==> config.mk <==
export PLATFORM = sky130hd
export DESIGN_NAME = nonce_result_reader_flat
export DESIGN_NICKNAME = d
export VERILOG_FILES = /design/src/rtl/nonce_result_reader_if.sv /design/src/rtl/nonce_result_reader.sv /design/src/flat_wrapper.sv
export SDC_FILE = /design/constraint.sdc
export NUM_CORES = 1
export LEC_CHECK = 0
export BUFFER_PORTS_ARGS = -buffer_cell sky130_fd_sc_hd__buf_2
export CORE_MARGIN = 2
export CORE_UTILIZATION = 25
export CTS_CLUSTER_DIAMETER = 120
export DETAILED_ROUTE_END_ITERATION = 6
export GPL_TIMING_DRIVEN = 0
export SYNTH_ARGS = -nofsm -noshare
export SYNTH_HDL_FRONTEND = slang
export SYNTH_SLANG_ARGS = --single-unit
==> constraint.sdc <==
create_clock -name clk -period 14.6 [get_ports clk]
set_input_delay 4.38 -clock clk [delete_from_list [all_inputs] [get_ports clk]]
set_output_delay 4.38 -clock clk [all_outputs]
set_load 0.05 [all_outputs]
==> src/rtl/nonce_result_reader_if.sv <==
// Bus bundle between the nonce result reader and its environment:
// scan control, result memory port and scan results.
interface nonce_result_reader_if;
    logic        start;
    logic [15:0] output_addr;
    logic [31:0] target;
    logic        mem_clk;
    logic        mem_we;
    logic [15:0] mem_addr;
    logic [31:0] mem_read_data;
    logic        busy;
    logic        done;
    logic [31:0] best_hash;
    logic [3:0]  best_nonce;
    logic        found;
    logic [4:0]  found_count;

    modport slave (
        input  start, input output_addr, input target, input mem_read_data,
        output mem_clk, output mem_we, output mem_addr,
        output busy, output done, output best_hash, output best_nonce,
        output found, output found_count
    );

    modport master (
        output start, output output_addr, output target, output mem_read_data,
        input  mem_clk, input mem_we, input mem_addr,
        input  busy, input done, input best_hash, input best_nonce,
        input  found, input found_count
    );
endinterface

==> src/rtl/nonce_result_reader.sv <==
// Scans NUM_NONCES hash result words from memory, tracking the smallest word,
// its index, and how many words fall strictly below the difficulty target.
module nonce_result_reader #(
    parameter int NUM_NONCES = 16
) (
    input  logic                  clk,
    input  logic                  reset,
    nonce_result_reader_if.slave  bus
);
    typedef enum logic [1:0] {
        IDLE   = 2'd0,
        ISSUE  = 2'd1,
        DRAIN  = 2'd2,
        FINISH = 2'd3
    } state_t;

    localparam logic [3:0] LAST_IDX = 4'(NUM_NONCES - 1);

    state_t      state_q,       state_d;
    logic [3:0]  issue_cnt_q,   issue_cnt_d;
    logic [15:0] mem_addr_q,    mem_addr_d;
    logic [31:0] target_q,      target_d;
    logic        rd_pend_q,     rd_pend_d;
    logic [3:0]  rd_idx_q,      rd_idx_d;
    logic [31:0] run_min_q,     run_min_d;
    logic [3:0]  run_idx_q,     run_idx_d;
    logic [4:0]  run_cnt_q,     run_cnt_d;
    logic        busy_q,        busy_d;
    logic        done_q,        done_d;
    logic [31:0] best_hash_q,   best_hash_d;
    logic [3:0]  best_nonce_q,  best_nonce_d;
    logic        found_q,       found_d;
    logic [4:0]  found_count_q, found_count_d;

    logic [31:0] cap_min_s;
    logic [3:0]  cap_idx_s;
    logic [4:0]  cap_cnt_s;

    // Fold the word returned for last cycle's address into the running min/count.
    always_comb begin
        cap_min_s = run_min_q;
        cap_idx_s = run_idx_q;
        cap_cnt_s = run_cnt_q;
        if (rd_pend_q) begin
            // word 0 seeds the minimum; later words replace it only when strictly smaller
            if ((rd_idx_q == 4'd0) || (bus.mem_read_data < run_min_q)) begin
                cap_min_s = bus.mem_read_data;
                cap_idx_s = rd_idx_q;
            end else begin
                cap_min_s = run_min_q;
                cap_idx_s = run_idx_q;
            end
            if (bus.mem_read_data < target_q) begin
                cap_cnt_s = run_cnt_q + 5'd1;
            end else begin
                cap_cnt_s = run_cnt_q;
            end
        end else begin
            cap_min_s = run_min_q;
            cap_idx_s = run_idx_q;
            cap_cnt_s = run_cnt_q;
        end
    end

    // Scan sequencing: next state, address generation and result publication.
    always_comb begin
        state_d       = state_q;
        issue_cnt_d   = issue_cnt_q;
        mem_addr_d    = mem_addr_q;
        target_d      = target_q;
        rd_pend_d     = (state_q == ISSUE);
        rd_idx_d      = issue_cnt_q;
        run_min_d     = cap_min_s;
        run_idx_d     = cap_idx_s;
        run_cnt_d     = cap_cnt_s;
        best_hash_d   = best_hash_q;
        best_nonce_d  = best_nonce_q;
        found_d       = found_q;
        found_count_d = found_count_q;

        case (state_q)
            IDLE: begin
                if (bus.start) begin
                    target_d    = bus.target;
                    mem_addr_d  = bus.output_addr;
                    issue_cnt_d = 4'd0;
                    run_min_d   = 32'hFFFF_FFFF;
                    run_idx_d   = 4'd0;
                    run_cnt_d   = 5'd0;
                    state_d     = ISSUE;
                end else begin
                    state_d = IDLE;
                end
            end
            ISSUE: begin
                // address stays on the last word while the final read drains
                if (issue_cnt_q == LAST_IDX) begin
                    state_d = DRAIN;
                end else begin
                    issue_cnt_d = issue_cnt_q + 4'd1;
                    mem_addr_d  = mem_addr_q + 16'd1;
                end
            end
            DRAIN: begin
                // the last word arrives this cycle, so publish the folded values directly
                best_hash_d   = cap_min_s;
                best_nonce_d  = cap_idx_s;
                found_d       = (cap_min_s < target_q);
                found_count_d = cap_cnt_s;
                state_d       = FINISH;
            end
            FINISH: begin
                state_d = IDLE;
            end
            default: begin
                state_d = IDLE;
            end
        endcase

        busy_d = (state_d == ISSUE) || (state_d == DRAIN);
        done_d = (state_d == FINISH);
    end

    // State and datapath registers.
    always_ff @(posedge clk or posedge reset) begin
        if (reset) begin
            state_q       <= IDLE;
            issue_cnt_q   <= 4'd0;
            mem_addr_q    <= 16'd0;
            target_q      <= 32'd0;
            rd_pend_q     <= 1'b0;
            rd_idx_q      <= 4'd0;
            run_min_q     <= 32'hFFFF_FFFF;
            run_idx_q     <= 4'd0;
            run_cnt_q     <= 5'd0;
            busy_q        <= 1'b0;
            done_q        <= 1'b0;
            best_hash_q   <= 32'hFFFF_FFFF;
            best_nonce_q  <= 4'd0;
            found_q       <= 1'b0;
            found_count_q <= 5'd0;
        end else begin
            state_q       <= state_d;
            issue_cnt_q   <= issue_cnt_d;
            mem_addr_q    <= mem_addr_d;
            target_q      <= target_d;
            rd_pend_q     <= rd_pend_d;
            rd_idx_q      <= rd_idx_d;
            run_min_q     <= run_min_d;
            run_idx_q     <= run_idx_d;
            run_cnt_q     <= run_cnt_d;
            busy_q        <= busy_d;
            done_q        <= done_d;
            best_hash_q   <= best_hash_d;
            best_nonce_q  <= best_nonce_d;
            found_q       <= found_d;
            found_count_q <= found_count_d;
        end
    end

    assign bus.mem_clk     = clk;
    assign bus.mem_we      = 1'b0;
    assign bus.mem_addr    = mem_addr_q;
    assign bus.busy        = busy_q;
    assign bus.done        = done_q;
    assign bus.best_hash   = best_hash_q;
    assign bus.best_nonce  = best_nonce_q;
    assign bus.found       = found_q;
    assign bus.found_count = found_count_q;

endmodule

==> src/flat_wrapper.sv <==
// flat-port wrapper written by rule: the top's interface ports become plain ports
module nonce_result_reader_flat 
#(
    parameter int NUM_NONCES = 16
)
  (clk, reset, bus_start, bus_output_addr, bus_target, bus_mem_read_data, bus_mem_clk, bus_mem_we, bus_mem_addr, bus_busy, bus_done, bus_best_hash, bus_best_nonce, bus_found, bus_found_count);
  nonce_result_reader_if bus_i ();
  input  logic clk;
  input  logic reset;
  input wire logic [$bits(bus_i.start)-1:0] bus_start;
  input wire logic [$bits(bus_i.output_addr)-1:0] bus_output_addr;
  input wire logic [$bits(bus_i.target)-1:0] bus_target;
  input wire logic [$bits(bus_i.mem_read_data)-1:0] bus_mem_read_data;
  output wire logic [$bits(bus_i.mem_clk)-1:0] bus_mem_clk;
  output wire logic [$bits(bus_i.mem_we)-1:0] bus_mem_we;
  output wire logic [$bits(bus_i.mem_addr)-1:0] bus_mem_addr;
  output wire logic [$bits(bus_i.busy)-1:0] bus_busy;
  output wire logic [$bits(bus_i.done)-1:0] bus_done;
  output wire logic [$bits(bus_i.best_hash)-1:0] bus_best_hash;
  output wire logic [$bits(bus_i.best_nonce)-1:0] bus_best_nonce;
  output wire logic [$bits(bus_i.found)-1:0] bus_found;
  output wire logic [$bits(bus_i.found_count)-1:0] bus_found_count;
  assign bus_i.start = bus_start;
  assign bus_i.output_addr = bus_output_addr;
  assign bus_i.target = bus_target;
  assign bus_i.mem_read_data = bus_mem_read_data;
  assign bus_mem_clk = bus_i.mem_clk;
  assign bus_mem_we = bus_i.mem_we;
  assign bus_mem_addr = bus_i.mem_addr;
  assign bus_busy = bus_i.busy;
  assign bus_done = bus_i.done;
  assign bus_best_hash = bus_i.best_hash;
  assign bus_best_nonce = bus_i.best_nonce;
  assign bus_found = bus_i.found;
  assign bus_found_count = bus_i.found_count;
  nonce_result_reader #(.NUM_NONCES(NUM_NONCES)) u_core (.clk(clk), .reset(reset), .bus(bus_i));
endmodule
==> results by group <==
Min path
  – Hold Crit Start: u_core.issue_cnt_q[3]
  – Hold Path Sink: u_core.rd_idx_q[3]
  – Min-Delay Path Class: register to register
  – Hold Path Stages: 0

Synth
  – Ys async rst share: 1.00
  – Post-Synthesis Cell Area: 0.00845 mm^2
  – Sequential area share after synthesis: 0.436
  – Post-Syn Area per Cell: 8.90 um^2
  – FF+latch count, synth: 144
  – Distinct cells, synth: 53
  – Main synth FF type: dfrtp_1
  – EDFF count, synth: 0
  – Synth Warn #: 0
  – Syn_nets: 1129
  – Synthesized instance count: 949

GRT
  – Largest net degree at the start of global routing: 81
  – First-pass GRT wire length: 42.8 mm
  – Gr ovfl total: 0
  – Vias in the first global route: 7639
  – GRT Util Overall: 0.156
  – Initial antenna violation count: 5

Critical path
  – CP Cell Sequence: clkbuf_16, clkbuf_16, buf_4, buf_2
  – R2R Path End: u_core.bus.found
  – Worst reg2reg setup slack: 9580 ps
  – Most common cell on crit path: clkbuf_16
  – CP required: 10220 ps
  – CP Buf/Inv Count: 4
  – Reg2Reg Depth: 19
  – Startpoint types: clock port
  – Critical-path top delay cell: buf_2
  – Critical path's top delay family: buffers and inverters
  – WS Path Type: clock port to output pin
  – CP Capture Type: output pin
  – Worst stage delay on the critical path: 200 ps
  – WP data arrival: 7860 ps
  – Crit Path Max Fanout: 2
  – RR Startpoint: u_core.run_min_q[30]

Place
  – Area after DPL: 0.00975 mm^2
  – # placed instances: 1541
  – GP Congestion: 0.865
  – DP HPWL: 20.7 mm
  – Port buffer count: 143
  – Place WS: 2620 ps

Floorplanning
  – Initial Util: 0.253
  – Core area: 0.0334 mm^2
  – Die X: 188 um
  – Row count: 67
  – DIE AREA: 0.0353 mm^2
  – Io pins: 145
  – Die H: 188 um

Layout
  – NumNets Final: 1295
  – Final non-filler cell total: 1578
  – Layout fillers: 3579
  – Area occupied by multi-input gates: 0.00414 mm^2
  – P&R area growth vs syn: 23.9%
  – Share of layout cells above drive strength 1: 0.230
  – Register cell area after layout: 0.00368 mm^2
  – Final Instance Area: 0.0105 mm^2

Timing
  – Setup Total Neg Slack: 0 ps
  – Final Skew: 16.3 ps
  – Worst-Margin Slew: 876 ps
  – Worst relative slew slack: 0.411
  – Final Hold Fails: 0
  – Finish-stage setup viols: 0
  – Slew Limit Fails: 0
  – Setup slack after layout: 2360 ps
  – RSZ-0062 raised after global routing: no

Power and ir drop
  – Clock Power Share: 0.189
  – Static leakage: 4.95 nW
  – Combinational power share: 0.545
  – Switching part of the total power: 0.483
  – NetSw: 1.36 mW
  – Internal: 1.45 mW
  – Seq pwr share: 0.266
  – P per Cell Area: 268 mW/mm^2
  – VDD IR max: 0.0000943 V

Clocking
  – # hold bufs at CTS: 0
  – Clk Latency, worst-skew pair: 550 ps
  – CTS tree: yes
  – Post-CTS Resized: 0
  – Post CTS Setup Buffer Count: 0
  – Clk slew on worst S/H paths: 70 ps

Drt
  – Drt first-iter violations: 653
  – Via Count: 7635
  – Detail Route Antenna Nets: 0
  – Routed vias/inst: 4.84
  – Pre-Repair DR Iteration Count: 5
  – DR DRC count: 0
  – Final WL: 26.9 mm
  – DR WL/cell: 17.0 um

Job
  – Max-cap violations: 0

Run status
  – Status: finished, final reports clean
## Yosys cell counts (all sizes together) (2+ instances only)
master   number  area (um^2)
o21a          4         30.0
o31ai         3         22.5
nand3        23          115
inv         101          379
a22oi         4         30.0
nand2b        8         50.1
o211ai        2         15.0
nor2b         2         12.5
nor4          2         25.0
clkbuf       39          146
and3          2         12.5
a32oi        31          272
nor2         31          116
o21ai       103          516
nand4        33          206
a21oi        89          445
dfrtp        80         2000
nor3          9         45.0
a2111o        2         22.5
and2          2         12.5
ha           97         1210
nand2       149          559
o22ai         8         50.1
a2111oi       2         17.5
dfstp        64         1680
or4           4         30.0
a2bb2oi       2         23.8
a211oi        7         52.6
a31oi         9         56.3
buf          13         97.6
a21o          7         52.6
## power groups by stage
stage | combinational, mW | clock [mW] | sequential, mW
2_1_floorplan | 0.846 | 0.0148 | 1.01
3_3_place_gp | 1.49 | 0.0167 | 0.749
3_5_place_dp | 1.52 | 0.0167 | 0.755
4_1_cts | 1.53 | 0.541 | 0.749
5_1_grt | 1.72 | 0.559 | 0.771
6_report | 1.53 | 0.529 | 0.747
## metal layers
| layer | vias to the layer above | track usage | share of wire | routed length, um |
|---|---|---|---|---|
| met5 | - | 0 | 0.0015 | 41 |
| met4 | 6 | 0.0597 | 0.024 | 638 |
| met3 | 44 | 0.0507 | 0.078 | 2100 |
| met2 | 250 | 0.245 | 0.45 | 12200 |
| met1 | 3651 | 0.201 | 0.44 | 11900 |
| li1 | 3684 | - | - | - |
## cell families (layout without fill, tap and decap cells)
kind of cell | Yosys count | count (layout) | share of synthesized area
flops | 144 | 144 | 0.436
buf+inv | 154 | 333 | 0.0742
simple gates | 270 | 270 | 0.145
mux | 1 | 1 | 0.00119
fa+ha+maj | 97 | 97 | 0.144
compound gates | 282 | 282 | 0.199
other cells | 1 | 3 | 0.000444
## layout make-up
| class | instances | share of cell area |
|---|---|---|
| multi-input cells | 651 | 0.395 |
| flip-flops and latches | 144 | 0.352 |
| repair buffers | 143 | 0.0706 |
| well taps | 448 | 0.0536 |
| clock buffers | 23 | 0.0509 |
| inverters | 102 | 0.0371 |
| plain buffers | 52 | 0.0233 |
| clock inverters | 13 | 0.0167 |
| diodes | 2 | 0.000478 |
## sequential cells by signal, summed over array words and instances (netlist names)
signal and count:
u_core.bus.found 1, u_core.bus.best_hash 32, u_core.bus.busy 1, u_core.run_min_q 32
u_core.run_cnt_q 5, u_core.bus.done 1, u_core.bus.mem_addr 16, u_core.target_q 32
u_core.bus.found_count 5, u_core.bus.best_nonce 4, u_core.issue_cnt_q 4, u_core.run_idx_q 4
u_core.rd_pend_q 1, u_core.rd_idx_q 4, u_core.state_q 2
## placed cells by master (no fill, tap or decap), types with 3 or more instances in the layout
cell,n
nand2_1,149
dfrtp_1,80
nand3_1,23
or4_1,4
buf_6,5
o21ai_0,83
a22oi_1,4
o21ai_1,20
a21o_1,7
a211oi_1,7
inv_1,100
nand4_1,33
nor2_1,31
bufinv_16,3
a21oi_1,89
nor3_1,9
clkbuf_1,39
inv_6,5
o22ai_1,8
nand2b_1,8
a32oi_1,31
buf_1,3
ha_1,97
clkbuf_16,20
o21a_1,4
o31ai_1,3
buf_2,146
a31oi_1,9
dfstp_2,64
## worst max-delay path by stage
stage,slack (ps),cells after the start,to,startpoint
2_1_floorplan,2750,1,bus_mem_clk,clk
3_3_place_gp,2620,2,bus_mem_clk,clk
3_5_place_dp,2620,2,bus_mem_clk,clk
4_1_cts,2360,4,bus_mem_clk,clk
5_1_grt,2350,4,bus_mem_clk,clk
6_report,2360,4,bus_mem_clk,clk
## through the flow
stage | power, mW | util | hold slack, ps
finish | 2.81 | 0.314 | 416
detailed placement | 2.29 | 0.292 | 398
global route | 3.05 | 0.313 | 424
CTS | 2.82 | 0.313 | 417
floorplan | 1.87 | - | 375
global placement | 2.26 | 0.291 | 391
Note: power is estimated with default switching activity, not from simulation.
